<file path="config.mk">
export PLATFORM = sky130hd
export DESIGN_NAME = line_setup_unit
export DESIGN_NICKNAME = d
export VERILOG_FILES = /design/src/rtl/line_setup_unit.sv
export SDC_FILE = /design/constraint.sdc
export NUM_CORES = 1
export LEC_CHECK = 0
export BUFFER_PORTS_ARGS = -buffer_cell sky130_fd_sc_hd__buf_4
export CELL_PAD_IN_SITES_DETAIL_PLACEMENT = 1
export CELL_PAD_IN_SITES_GLOBAL_PLACEMENT = 2
export CORE_AREA = 2 2 151 153
export CTS_BUF_LIST = sky130_fd_sc_hd__clkbuf_16
export CTS_CLUSTER_DIAMETER = 80
export CTS_CLUSTER_SIZE = 16
export DETAILED_ROUTE_END_ITERATION = 16
export DIE_AREA = 0 0 153 155
export HOLD_SLACK_MARGIN = 0.08
export PLACE_DENSITY = 0.78
export SLEW_MARGIN = 25
export SYNTH_ARGS = -nofsm -noshare
export SYNTH_HDL_FRONTEND = slang
export SYNTH_SLANG_ARGS = --single-unit
</file>
<file path="constraint.sdc">
create_clock -name clk -period 3.2 [get_ports clk]
set_clock_uncertainty 0.05 [all_clocks]
set_input_delay 0.64 -clock clk [delete_from_list [all_inputs] [get_ports clk]]
set_output_delay 0.64 -clock clk [all_outputs]
set_load 0.005 [all_outputs]
</file>
<file path="src/rtl/line_setup_unit.sv">
// line_setup_unit
//   Bresenham line setup stage that sits directly in front of the fragment
//   generator. It accepts one segment per valid/ready handshake. It then runs
//   the steep test, the x/y swap and the endpoint ordering, and computes
//   |dx|, |dy| and ystep. Next it launches the fragment generator and holds
//   the framebuffer register enable until the generator reports finish.
//
//   Ports
//     clk, rst              clock; asynchronous active-low reset
//     line_valid/line_ready input handshake (ready only while idle)
//     x_a, y_a, x_b, y_b    segment endpoints (unsigned, WIDTH bits)
//     fg_finish             fragment generator has drawn the last x
//     start                 one-cycle launch pulse to the fragment generator
//     en_FB_reg             framebuffer register enable, high while drawing
//     steep, x0, y0, deltax, deltay, ystep, x_min, x_max
//                           registered geometry, updated only in CALC
//     busy                  high in any state other than IDLE
//     done                  one-cycle pulse when the line is complete
module line_setup_unit #(
  parameter int WIDTH = 10
) (
  input  logic             clk,
  input  logic             rst,
  input  logic             line_valid,
  output logic             line_ready,
  input  logic [WIDTH-1:0] x_a,
  input  logic [WIDTH-1:0] y_a,
  input  logic [WIDTH-1:0] x_b,
  input  logic [WIDTH-1:0] y_b,
  input  logic             fg_finish,
  output logic             start,
  output logic             en_FB_reg,
  output logic             steep,
  output logic [WIDTH-1:0] x0,
  output logic [WIDTH-1:0] y0,
  output logic [WIDTH-1:0] deltax,
  output logic [WIDTH-1:0] deltay,
  output logic [WIDTH-1:0] ystep,
  output logic [WIDTH-1:0] x_min,
  output logic [WIDTH-1:0] x_max,
  output logic             busy,
  output logic             done
);

  typedef enum logic [2:0] {
    S_IDLE, S_LOAD, S_SWAP, S_ORDER, S_CALC, S_START, S_DRAW, S_DONE
  } state_t;

  state_t state_reg, state_next;

  // Working copy of the endpoints; rewritten in place by SWAP and ORDER.
  logic [WIDTH-1:0] xa_reg, ya_reg, xb_reg, yb_reg;
  logic             steep_work_reg;

  // Registered geometry presented to the fragment generator.
  logic             steep_reg;
  logic [WIDTH-1:0] x0_reg, y0_reg, deltax_reg, deltay_reg, ystep_reg;
  logic [WIDTH-1:0] x_min_reg, x_max_reg;

  // One extra bit so that a full-span difference keeps its sign and the
  // magnitude (at most 2^WIDTH-1) never overflows.
  logic [WIDTH:0] dx_diff, dy_diff, dx_abs, dy_abs;

  always_comb begin
    dx_diff = {1'b0, xb_reg} - {1'b0, xa_reg};
    dy_diff = {1'b0, yb_reg} - {1'b0, ya_reg};
    dx_abs  = dx_diff[WIDTH] ? (~dx_diff + 1'b1) : dx_diff;
    dy_abs  = dy_diff[WIDTH] ? (~dy_diff + 1'b1) : dy_diff;
  end

  // State register
  always_ff @(posedge clk or negedge rst) begin
    if (!rst) state_reg <= S_IDLE;
    else      state_reg <= state_next;
  end

  // Next-state and control outputs
  always_comb begin
    state_next = state_reg;
    line_ready = 1'b0;
    start      = 1'b0;
    en_FB_reg  = 1'b0;
    busy       = 1'b1;
    done       = 1'b0;
    case (state_reg)
      S_IDLE: begin
        line_ready = 1'b1;
        busy       = 1'b0;
        if (line_valid) state_next = S_LOAD;
      end
      S_LOAD:  state_next = S_SWAP;
      S_SWAP:  state_next = S_ORDER;
      S_ORDER: state_next = S_CALC;
      S_CALC:  state_next = S_START;
      S_START: begin
        start      = 1'b1;
        en_FB_reg  = 1'b1;
        state_next = S_DRAW;
      end
      S_DRAW: begin
        en_FB_reg = 1'b1;
        if (fg_finish) state_next = S_DONE;
      end
      S_DONE: begin
        done       = 1'b1;
        state_next = S_IDLE;
      end
      default: state_next = S_IDLE;
    endcase
  end

  // Datapath: each setup step owns exactly one state.
  always_ff @(posedge clk or negedge rst) begin
    if (!rst) begin
      xa_reg         <= '0;
      ya_reg         <= '0;
      xb_reg         <= '0;
      yb_reg         <= '0;
      steep_work_reg <= 1'b0;
      steep_reg      <= 1'b0;
      x0_reg         <= '0;
      y0_reg         <= '0;
      deltax_reg     <= '0;
      deltay_reg     <= '0;
      ystep_reg      <= '0;
      x_min_reg      <= '0;
      x_max_reg      <= '0;
    end else begin
      case (state_reg)
        S_IDLE: begin
          if (line_valid) begin
            xa_reg <= x_a;
            ya_reg <= y_a;
            xb_reg <= x_b;
            yb_reg <= y_b;
          end
        end
        S_LOAD: steep_work_reg <= (dy_abs > dx_abs);
        S_SWAP: begin
          if (steep_work_reg) begin
            xa_reg <= ya_reg;
            ya_reg <= xa_reg;
            xb_reg <= yb_reg;
            yb_reg <= xb_reg;
          end
        end
        S_ORDER: begin
          if (xa_reg > xb_reg) begin
            xa_reg <= xb_reg;
            ya_reg <= yb_reg;
            xb_reg <= xa_reg;
            yb_reg <= ya_reg;
          end
        end
        S_CALC: begin
          // Endpoints are ordered here, so xb_reg - xa_reg cannot wrap.
          steep_reg  <= steep_work_reg;
          x0_reg     <= xa_reg;
          y0_reg     <= ya_reg;
          deltax_reg <= xb_reg - xa_reg;
          deltay_reg <= (yb_reg >= ya_reg) ? (yb_reg - ya_reg) : (ya_reg - yb_reg);
          ystep_reg  <= (yb_reg >= ya_reg) ? {{(WIDTH-1){1'b0}}, 1'b1} : {WIDTH{1'b1}};
          x_min_reg  <= xa_reg;
          x_max_reg  <= xb_reg;
        end
        default: ;
      endcase
    end
  end

  assign steep  = steep_reg;
  assign x0     = x0_reg;
  assign y0     = y0_reg;
  assign deltax = deltax_reg;
  assign deltay = deltay_reg;
  assign ystep  = ystep_reg;
  assign x_min  = x_min_reg;
  assign x_max  = x_max_reg;

endmodule

</file>
==> results of run 1 <==
## worst reg2reg max path, delay by kind of cell, from the launching register on
kind                     cells  cell delay [ps]
buffers and inverters        3              300
AND/OR/NAND/NOR              3              500
XOR/XNOR                     1              160
adder cells (fa/ha/maj)      3              840
flip-flops                   1              390
AO/OA/AOI/OAI                7             1230
## Yosys cell counts, types with 8 or more instances
| cell | n |
|---|---|
| sky130_fd_sc_hd__dfrtp_1 | 97 |
| sky130_fd_sc_hd__nand2_1 | 96 |
| sky130_fd_sc_hd__o21ai_0 | 71 |
| sky130_fd_sc_hd__a21oi_1 | 63 |
| sky130_fd_sc_hd__inv_1 | 48 |
| sky130_fd_sc_hd__ha_1 | 46 |
| sky130_fd_sc_hd__mux2i_1 | 35 |
| sky130_fd_sc_hd__xnor2_1 | 25 |
| sky130_fd_sc_hd__clkbuf_1 | 24 |
| sky130_fd_sc_hd__mux2_2 | 23 |
| sky130_fd_sc_hd__nor2_1 | 23 |
| sky130_fd_sc_hd__buf_4 | 19 |
| sky130_fd_sc_hd__xor2_1 | 15 |
| sky130_fd_sc_hd__a21o_1 | 12 |
| sky130_fd_sc_hd__a22o_1 | 11 |
| sky130_fd_sc_hd__a22oi_1 | 10 |
| sky130_fd_sc_hd__nand2b_1 | 8 |
| sky130_fd_sc_hd__nand3_1 | 8 |
## per-layer routing
layer,share of wire [%],vias up,wire (microns)
li1,-,2845,-
met1,47,2825,10200
met2,49,81,10600
met3,2.2,22,480
met4,2.3,0,493
met5,0,-,0
## final cells by class
type | instances | area [sq um] | share of cell area (%)
sequential | 97 | 2430 | 27.1
tap | 285 | 357 | 3.97
clock buffer | 9 | 225 | 2.51
clock inverter | 7 | 100 | 1.12
timing repair buffer | 242 | 1850 | 20.6
multi-input combinational | 517 | 3840 | 42.7
inverter | 48 | 180 | 2.01
## worst max-delay path by stage
stage	from	endpoint	slack (ps)	depth (start not counted)
floorplan	yb_reg[0]	steep_work_reg	-150	16
global placement	yb_reg[0]	steep_work_reg	-270	15
detailed placement	yb_reg[0]	steep_work_reg	-320	15
CTS	yb_reg[0]	steep_work_reg	-370	17
global route	yb_reg[0]	steep_work_reg	-560	17
finish	yb_reg[0]	steep_work_reg	-410	17
## through the flow
stage	cell area [sq um]	std cells	TNS, ps	setup slack [ps]
finish	8980	1205	-414	-414
global placement	8420	1184	-275	-275
global route	8980	1205	-561	-561
CTS	8760	1200	-371	-371
detailed placement	8420	1184	-319	-319
floorplan	6540	716	-145	-145
## cells by family (layout without fill, tap and decap cells)
group | after synthesis | after routing | synth area share (%)
compound gates | 201 | 201 | 19.2
simple gates | 168 | 168 | 11.7
buf+inv | 102 | 306 | 7.38
flops | 97 | 97 | 37.2
mux | 59 | 59 | 9.51
fa+ha+maj | 49 | 49 | 9.74
xor+xnor | 40 | 40 | 5.37
## what timing repair did
item	CTS	global route
setup buffers	0	5
pin swaps	6	27
setup endpoints to repair	1	1
resized for setup	2	44
cloned	0	0
==> results, run 1 <==
- The number of enable-type register cells in the synthesized netlist is 0.
- Leaving out fill and tap cells, the most frequent cell in the layout is sky130_fd_sc_hd__buf_4.
- The path class of the tightest hold or removal check is input port to async pin.
- For met2 alone, demand over resource in global routing was 31.3%.
- The setup check on the worst reg-to-reg path leaves a slack of -410 ps.
- The distinct cell type count of the synthesized netlist is 51.
- The met3 track demand over resource in global routing is 2.12%.
- The number of antenna violations at the first check in global routing is 0.
- The post-synthesis cell type with the largest combined area is sky130_fd_sc_hd__dfrtp_1.
- The reported max-cap violation count is 0.
- The transition time of the tightest slew-check pin is 873 ps.
- Setup repair after global routing could not meet its margin everywhere.
- Measured against its own limit, the worst slew margin works out to 41.8%.
- For the finished layout, the period the worst path requires is 3610 ps.
- Hold is met by 206 ps.
- Wires add up to 21800 microns.
- The area enclosed by the die boundary is 0.0237 sq mm.
- The longest clock path from root to sink contains 2 buffers.
- The number of buffers inserted by hold repair at cts is 0.
- On the worst path, the slowest cell contributes a delay of 390 ps.
- The initial core utilization is 29.4%.
- The post-synthesis net count is 809.
- The number of standard-cell rows in the floorplan is 55.
- After detailed routing, the number of vias per cell comes to 4.79.
- TritonCTS built the clock tree.
- The first-pass GRT wire length is 34300 microns.
- The H-tree depth reported by CTS is 3.
- At the end of routability-driven placement, the weighted congestion stood at 0.838.
- The cell count after synthesis came out at 716.
- The register area share after synthesis is 37.2%.
- Once detail routing completed, the nets flagged for antenna violations numbered 0.
- For the worst flop-to-flop path, the logic depth is 17.
- The all-layer global routing usage is 18.5%.
- Walking the worst path, the cells encountered are inv_2 -> ha_4 -> inv_2 -> fa_2 -> a21o_1 -> a221oi_4 -> buf_4 -> a21oi_2 -> nor4b_4 -> a31oi_1 -> xnor2_1 -> ha_1 -> nor2b_4 -> o21ai_1 -> nand2b_1 -> a221oi_2 -> o22ai_1.
- The number of warnings printed during yosys synthesis is 0.
- The startpoint identified for the worst register-to-register timing path is yb_reg[0].
- Summing every instance area after synthesis gives 0.00653 sq mm.
- The core outline area is 0.0222 sq mm.
- The worst-path cell with the longest stage delay is sky130_fd_sc_hd__dfrtp_1.
- After the last flow step, the layout net total stands at 1008.
- The cell repeated most along the worst path is sky130_fd_sc_hd__inv_2.
- The die is 153 microns wide.
- The fraction of synthesized cell area taken by the top area cell type is 37.2%.
- The biggest fanout along the worst timing path is 3.
- The data arrival time of the critical path is 3790 ps.
- The combined buffer and inverter count along the critical path is 3.
- The kind of start point of the critical path is a register.
- The number of hold violations in the final report is 0.
- The remaining global-route overflow is 0.
- CTS placed an instance of sky130_fd_sc_hd__clkbuf_16 at the clock tree root.
- In this run, synthesis produced a sequential element count of 97.
- The worst path required time is 3380 ps.
- The post-route clock period utilization is 113%.
- From bottom edge to top edge, the die measures 155 microns.
- The most used flip-flop cell after synthesis is sky130_fd_sc_hd__dfrtp_1.
- Once detailed placement completed, the half-perimeter wirelength came to 16900 microns.
- The total inserted antenna cells is 0.
- Setup slack on the critical path of the routed design comes to -414 ps.
- The largest net degree at the start of global routing is 86.
- The element type at the critical path end is a register.
- The total number of vias is 5773.
- The first detailed-routing pass ran for 5 iterations.
- The number of clock buffers added by TritonCTS is 9.
- The fraction of layout instances using a drive strength above 1 is 36.7%.
- The critical register-to-register path endpoint is steep_work_reg.
- The checks that failed: setup timing.
- The critical path in this run is classified as register to register.
- The flow ran to the end, but the final reports show violations.
- The kind of cell with the highest combined delay on the critical path is compound AO/OA/AOI/OAI gates.
- Each instance of the synthesized netlist takes up on average 9.11 sq um.
- In the synthesized netlist the async set-or-reset flop fraction comes to 100%.
- The most congested layer reported by global routing is met2.
- The met1 usage is 24.6%.
- The max-slew violation count is 0.
- Once layout is complete, the utilization of the core stands at 40.4%.
- Setup violations remaining at the end of the flow were counted as 1.
- The count of routing violations after the opening detailed-route iteration is 216.
- The synthesis-to-layout area growth is 37.5%.
- The remaining design rule violation count is 0.
- The number of global-route vias before repair is 6037.
- The clock reaches the later pin of the worst-skew pair after 370 ps.
- After clock tree synthesis, the clock-pin slew on the worst setup and hold paths is 80 ps.
- By area the synthesized netlist is led by sky130_fd_sc_hd__dfrtp_1, sky130_fd_sc_hd__ha_1, sky130_fd_sc_hd__nand2_1.
- The boundary pin count is 120.
- In the layout the commonest cells are sky130_fd_sc_hd__buf_4, sky130_fd_sc_hd__dfrtp_1, sky130_fd_sc_hd__nand2_1.
- The clock drives 97 sinks.
- For this run, the top clock speed supported by timing is 0.277 GHz.
- Dividing the detail-routed wire length by the instance count gives 18.1 microns.
- The count of input and output buffers is 119.
- The count of fill cells added during filler insertion is 2619.
Power of run 1 is left out: the tool's default activity adds up to more than one toggle a clock period on the data nets, which glitch-free logic cannot reach.
==> inputs of run 2 (changes only) <==
- SETUP_SLACK_MARGIN: unset -> 0.15
==> run 2 against run 1 <==
- register-to-register slack about the same
- sequential cell count did not move
- core utilization grew 0.084 points
- non-clock buffer count grew 1
- global-route usage unchanged
- via count grew 0.59%
- the flow still finishes with violations (setup timing)
- design area rose by 0.21%
- fmax about the same
- routed wire length is 0.40% higher
- critical path type unchanged
==> results, run 2 (synthesis gave the netlist of run 1 again) <==
- The root cell of the clock tree is sky130_fd_sc_hd__clkbuf_16 (unchanged).
- The maximum operating frequency came to 0.276 GHz (was 0.277 GHz).
- The instance area after placement was 0.00842 sq mm (unchanged).
- The synthesis-to-layout area growth is 37.8% (was 37.5%).
- The remaining design rule violation count was 0 (unchanged).
- The routability congestion estimate is 0.838 (unchanged).
- The final cell count without fillers came to 1206 (was 1205).
- The core outline area is 0.0222 sq mm (unchanged).
- The number of buffers inserted by hold repair at cts was 0 (unchanged).
- The number of global-route vias before repair came to 6037 (unchanged).
- The worst path required time came to 3380 ps (about the same).
- The detailed-route wire length on metal 1 is 10300 microns (was 10200 microns).
- The area enclosed by the die boundary is 0.0237 sq mm (unchanged).
- The total inserted antenna cells is 0 (unchanged).
- Most used cells in the layout excluding fill and tap cells: sky130_fd_sc_hd__buf_4, sky130_fd_sc_hd__dfrtp_1, sky130_fd_sc_hd__nand2_1 (unchanged).
- The fraction of layout instances using a drive strength above 1 was 36.9% (was 36.7%).
- The first-pass GRT wire length is 34300 microns (unchanged).
- The biggest fanout along the worst timing path is 3 (unchanged).
- The total CTS buffers is 9 (unchanged).
- The remaining global-route overflow is 0 (unchanged).
- The average routed wire per standard cell was 18.2 microns (was 18.1 microns).
- Run status: finished, violations left (unchanged).
- The source-to-sink clock delay at the later pin of the worst-skew pair was 360 ps (was 370 ps).
- The initial core utilization is 29.4% (unchanged).
- The final wirelength is 21900 microns (was 21800 microns).
- Violations in the final reports: setup timing (unchanged).
- The clock-pin transition on the worst setup and hold timing paths is 80 ps (about the same).
- The classification of the worst-slack hold path is input port to async pin (unchanged).
- The boundary pin count is 120 (unchanged).
- The combined buffer and inverter count along the critical path was 3 (unchanged).
- The post-DP HPWL is 16900 microns (unchanged).
- The relative slew slack is 41.9% (was 41.8%).
- The chip width is 153 microns (unchanged).
- The detailed-routing iteration count for the pre-antenna-repair pass is 4 (was 5).
- The number of sinks on the clock net is 97 (unchanged).
- The count of input and output buffers is 119 (unchanged).
- The reported max-cap violation count is 0 (unchanged).
- The number of hold violations in the final report came to 0 (unchanged).
- The cell repeated most along the worst path is sky130_fd_sc_hd__inv_2 (unchanged).
- The data arrival time of the critical path came to 3800 ps (was 3790 ps).
- The element type at the critical path end is a register (unchanged).
- The finished layout cell area is 0.00899 sq mm (was 0.00898 sq mm).
- The number of standard-cell rows in the floorplan is 55 (unchanged).
- Chain of cells forming the critical path: inv_2 -> ha_4 -> inv_2 -> fa_2 -> a21o_1 -> a221oi_4 -> buf_4 -> a21oi_2 -> nor4b_4 -> a31oi_1 -> xnor2_1 -> ha_1 -> nor2b_4 -> o21ai_1 -> nand2b_1 -> a221oi_2 -> o22ai_1 (unchanged).
- The met3 layer wire length in the routed design came to 448 microns (was 480 microns).
- The routed via count divided by cell count is 4.82 (was 4.79).
- The count of routing violations after the opening detailed-route iteration is 187 (was 216).
- The TritonCTS clock tree is done (unchanged).
- The count of fill cells added during filler insertion is 2616 (was 2619).
- The final worst slack is -417 ps (was -414 ps).
- The highest metal layer with signal wires was met4 (unchanged).
- The number of buffers on the longest clock path is 2 (unchanged).
- The post-route clock period utilization is 113% (about the same).
- The final count of negative-setup-slack endpoints is 1 (unchanged).
- The number of cells after detailed placement was 1184 (unchanged).
- The all-layer global routing usage is 18.5% (unchanged).
- The H-tree depth reported by CTS was 3 (unchanged).
- The kind of start point of the critical path is a register (unchanged).
- The utilization after layout is 40.5% (was 40.4%).
- The commonest non-fill, non-tap cell in the layout is sky130_fd_sc_hd__buf_4 (unchanged).
- The setup TNS came to -417 ps (was -414 ps).
- The final net count is 1009 (was 1008).
- The minimum period implied by the final worst setup slack came to 3620 ps (was 3610 ps).
- The max-slew violation count came to 0 (unchanged).
- The largest stage delay on the critical path is 390 ps (about the same).
- The classification of the worst setup path was register to register (unchanged).
- The worst-path cell with the longest stage delay was sky130_fd_sc_hd__dfrtp_1 (unchanged).
- The largest net degree at the start of global routing is 86 (unchanged).
- The residual antenna-violating net count after detailed routing is 0 (unchanged).
- The transition time of the tightest slew-check pin is 871 ps (was 873 ps).
- The overall die height is 155 microns (unchanged).
- The kind of cell with the highest combined delay on the critical path is compound AO/OA/AOI/OAI gates (unchanged).
- The total number of vias is 5807 (was 5773).
- The routed length on met2 was 10700 microns (was 10600 microns).
- Unrepaired setup endpoints after global routing: true (unchanged).
- The number of antenna violations at the first check in global routing was 0 (unchanged).
-- run 2: cell types whose count changed in the layout (fill, tap and decap cells not counted), sizes merged --
cell	delta
buf	+1
-- run 2: final timing paths --
| kind | from | end | slack [ps] | depth (start not counted) |
|---|---|---|---|---|
| worst max-delay path | yb_reg[0] | steep_work_reg | -420 | 17 |
| worst min-delay path | rst | ystep[0] | 210 | 1 |
| worst max register to register | yb_reg[0] | steep_work_reg | -420 | 17 |
| worst min register to register | ystep[0] | ystep[0] | 430 | 1 |
| max in group asynchronous | rst | xa_reg[7] | 2160 | 2 |
| min in group clk | fg_finish | state_reg[2] | 420 | 2 |
-- run 2: per-layer routing --
metal  track usage, %  vias up
li1                 -     2849
met2             31.3       88
met5                0        -
met3             2.12       20
met1             24.6     2850
met4             6.88        0
-- run 2: repair_timing --
item	4_1_cts	5_1_grt
setup buffers	0	6
pin swaps	6	29
endpoints found under the setup margin	1	4
resized for setup	2	48
-- run 2: through the flow --
step / worst slack, ps / hold slack (ps)
final: -417 / 206
after global routing: -561 / 261
after CTS: -371 / 238
after detailed placement: -319 / 407
after global placement: -275 / 412
after floorplan: -145 / 294
-- run 2: layout make-up --
type                            instances  area (sq um)  area share (%)
Tap cell                              285           357            3.96
Inverter                               48           180            2.00
Clock buffer                            9           225            2.50
Sequential cell                        97          2430            27.0
Multi-Input combinational cell        517          3840            42.7
Clock inverter                          7           100            1.11
Timing Repair Buffer                  243          1860            20.7
-- run 2: worst reg2reg max path: stages (launching register included) --
cell and delay (ps):
sky130_fd_sc_hd__dfrtp_1 390, sky130_fd_sc_hd__inv_2 80, sky130_fd_sc_hd__ha_4 130, sky130_fd_sc_hd__inv_2 50, sky130_fd_sc_hd__fa_2 390, sky130_fd_sc_hd__a21o_1 210
sky130_fd_sc_hd__a221oi_4 290, sky130_fd_sc_hd__buf_4 170, sky130_fd_sc_hd__a21oi_2 60, sky130_fd_sc_hd__nor4b_4 280, sky130_fd_sc_hd__a31oi_1 160, sky130_fd_sc_hd__xnor2_1 160
sky130_fd_sc_hd__ha_1 320, sky130_fd_sc_hd__nor2b_4 140, sky130_fd_sc_hd__o21ai_1 150, sky130_fd_sc_hd__nand2b_1 90, sky130_fd_sc_hd__a221oi_2 270, sky130_fd_sc_hd__o22ai_1 90
Power of run 2 is left out for the same reason.
==> inputs of run 3 (changes only) <==
- CELL_PAD_IN_SITES_DETAIL_PLACEMENT: 1 -> unset
- CELL_PAD_IN_SITES_GLOBAL_PLACEMENT: 2 -> unset
- PLACE_DENSITY: 0.78 -> 0.54
==> run 3 against run 2 <==
- design area shrank 0.70%
- clock-buffer cell count is the same
- final cell count grew 0.58%
- via count grew 0.31%
- worst hold slack gained 27 ps
- first-iteration DRC count grew 57%
- sequential share of layout area grew 0.18 points
- the run still ends with setup timing left
==> results, run 3 (synthesis gave the netlist of run 1 again) <==
- The start point of the critical path is yb_reg[0] (unchanged).
- The transition time of the tightest slew-check pin is 611 ps (was 871 ps).
- The minimum period implied by the final worst setup slack came to 3460 ps (was 3620 ps).
- Most used cells in the layout excluding fill and tap cells: sky130_fd_sc_hd__buf_4, sky130_fd_sc_hd__dfrtp_1, sky130_fd_sc_hd__nand2_1 (unchanged).
- The remaining design rule violation count is 0 (unchanged).
- The final worst slack is -258 ps (was -417 ps).
- The boundary pin count was 120 (unchanged).
- The reg-to-reg setup timing slack came to -260 ps (was -420 ps).
- The number of hold violations in the final report is 0 (unchanged).
- The core outline area is 0.0222 sq mm (unchanged).
- The utilization after layout is 40.2% (was 40.5%).
- The number of standard-cell rows in the floorplan is 55 (unchanged).
- The remaining global-route overflow is 0 (unchanged).
- The worst path required time is 3370 ps (was 3380 ps).
- The number of buffers inserted by hold repair at cts was 0 (unchanged).
- The post-route clock period utilization came to 108% (was 113%).
- The residual antenna-violating net count after detailed routing came to 0 (unchanged).
- The number of buffers on the longest clock path was 2 (unchanged).
- The reported max-cap violation count is 0 (unchanged).
- The data arrival time of the critical path is 3630 ps (was 3800 ps).
- The classification of the worst setup path is register to register (unchanged).
- The count of routing violations after the opening detailed-route iteration is 294 (was 187).
- The critical register-to-register path endpoint is steep_work_reg (unchanged).
- The final count of negative-setup-slack endpoints was 1 (unchanged).
- The post-DP HPWL is 15800 microns (was 16900 microns).
- The kind of start point of the critical path is a register (unchanged).
- The largest net degree at the start of global routing is 58 (was 86).
- The chip width was 153 microns (unchanged).
- The classification of the worst-slack hold path is input port to async pin (unchanged).
- The biggest fanout along the worst timing path was 4 (was 3).
- The fraction of layout instances using a drive strength above 1 is 35.2% (was 36.9%).
- The commonest non-fill, non-tap cell in the layout was sky130_fd_sc_hd__buf_4 (unchanged).
- The overall die height came to 155 microns (unchanged).
- The number of sinks on the clock net is 97 (unchanged).
- The final wirelength is 20100 microns (was 21900 microns).
- The count of input and output buffers was 119 (unchanged).
- The TritonCTS clock tree is done (unchanged).
- The instance area after placement is 0.00848 sq mm (was 0.00842 sq mm).
- The relative slew slack is 59.0% (was 41.9%).
- The maximum operating frequency is 0.289 GHz (was 0.276 GHz).
- The initial core utilization is 29.4% (unchanged).
- The count of fill cells added during filler insertion is 2262 (was 2616).
- The max-slew violation count is 0 (unchanged).
- Run status: finished, violations left (unchanged).
- The element type at the critical path end was a register (unchanged).
- The synthesis-to-layout area growth came to 36.9% (was 37.8%).
- The count of cells along the worst register-to-register path was 17 (unchanged).
- The source-to-sink clock delay at the later pin of the worst-skew pair was 360 ps (about the same).
- The launching point of the worst reg2reg path is yb_reg[0] (unchanged).
- Violations in the final reports: setup timing (unchanged).
- The routed via count divided by cell count was 4.80 (was 4.82).
- The H-tree depth reported by CTS was 3 (unchanged).
- The total inserted antenna cells is 0 (unchanged).
- The number of global-route vias before repair came to 5820 (was 6037).
- The total number of vias is 5825 (was 5807).
- The root cell of the clock tree is sky130_fd_sc_hd__clkbuf_16 (unchanged).
- The clock-pin transition on the worst setup and hold timing paths is 70 ps (was 80 ps).
- The final net count is 1017 (was 1009).
- The first-pass GRT wire length was 31600 microns (was 34300 microns).
- The all-layer global routing usage is 17.0% (was 18.5%).
- The routability congestion estimate is 0.887 (was 0.838).
- The average routed wire per standard cell is 16.6 microns (was 18.2 microns).
- The number of antenna violations at the first check in global routing is 0 (unchanged).
- The detailed-routing iteration count for the pre-antenna-repair pass is 5 (was 4).
- The area enclosed by the die boundary is 0.0237 sq mm (unchanged).
- The total CTS buffers is 9 (unchanged).
- Unrepaired setup endpoints after global routing: true (unchanged).
- The finished layout cell area came to 0.00893 sq mm (was 0.00899 sq mm).
run 3: cell types whose count changed in the layout (fill, tap and decap cells not counted), sizes merged:
| cell | before | now |
|---|---|---|
| clkinv | 1 | 2 |
| bufinv | 2 | 1 |
| clkinvlp | 2 | 1 |
| nor2b | 8 | 9 |
| buf | 243 | 250 |
run 3: worst max-delay path by stage:
stage	depth (start not counted)	end	slack, ps
finish	17	steep_work_reg	-260
global route	17	steep_work_reg	-520
CTS	18	steep_work_reg	-230
detailed placement	18	steep_work_reg	-350
global placement	18	steep_work_reg	-310
floorplan	16	steep_work_reg	-150
run 3: routing by layer:
metal	routed length, microns	track usage [%]	up-vias
met5	0	0	-
met4	690	7.14	0
met3	680	2.37	34
met2	9480	27.7	145
met1	9280	22.7	2769
li1	-	-	2877
run 3: what timing repair did:
action	CTS	global route
cloned	0	1
setup endpoints to repair	1	6
resized for setup	11	17
pin swaps	9	8
buffers inserted	2	5
run 3: worst max-delay path: stages (launching register included):
cell                       delay, ps
sky130_fd_sc_hd__dfrtp_1         400
sky130_fd_sc_hd__inv_2            80
sky130_fd_sc_hd__ha_4            130
sky130_fd_sc_hd__inv_2            30
sky130_fd_sc_hd__fa_2            330
sky130_fd_sc_hd__a21o_1          210
sky130_fd_sc_hd__a221oi_4        380
sky130_fd_sc_hd__buf_6           170
sky130_fd_sc_hd__o221ai_4        120
sky130_fd_sc_hd__buf_4           170
sky130_fd_sc_hd__a31oi_1         170
sky130_fd_sc_hd__xnor2_1         170
sky130_fd_sc_hd__ha_1            280
sky130_fd_sc_hd__nor2b_1         130
sky130_fd_sc_hd__o21ai_1         110
sky130_fd_sc_hd__nand2b_1         80
sky130_fd_sc_hd__a221oi_2        230
sky130_fd_sc_hd__o22ai_1          90
run 3: final cells by class:
| class | instances | area (sq um) | area share (%) |
|---|---|---|---|
| multi-input combinational | 518 | 3760 | 42.1 |
| clock inverter | 6 | 60.1 | 0.672 |
| timing repair buffer | 250 | 1930 | 21.6 |
| sequential | 97 | 2430 | 27.2 |
| inverter | 48 | 180 | 2.02 |
| tap | 285 | 357 | 3.99 |
| clock buffer | 9 | 225 | 2.52 |
run 3: through the flow:
stage / setup slack [ps] / std cells / hold WS [ps] / TNS [ps]
after floorplan: -145 / 716 / 294 / -145
after global placement: -312 / 1190 / 409 / -312
after detailed placement: -352 / 1190 / 405 / -352
after CTS: -229 / 1207 / 252 / -229
after global routing: -525 / 1213 / 275 / -525
final: -258 / 1213 / 232 / -258
Power of run 3 is left out for the same reason.
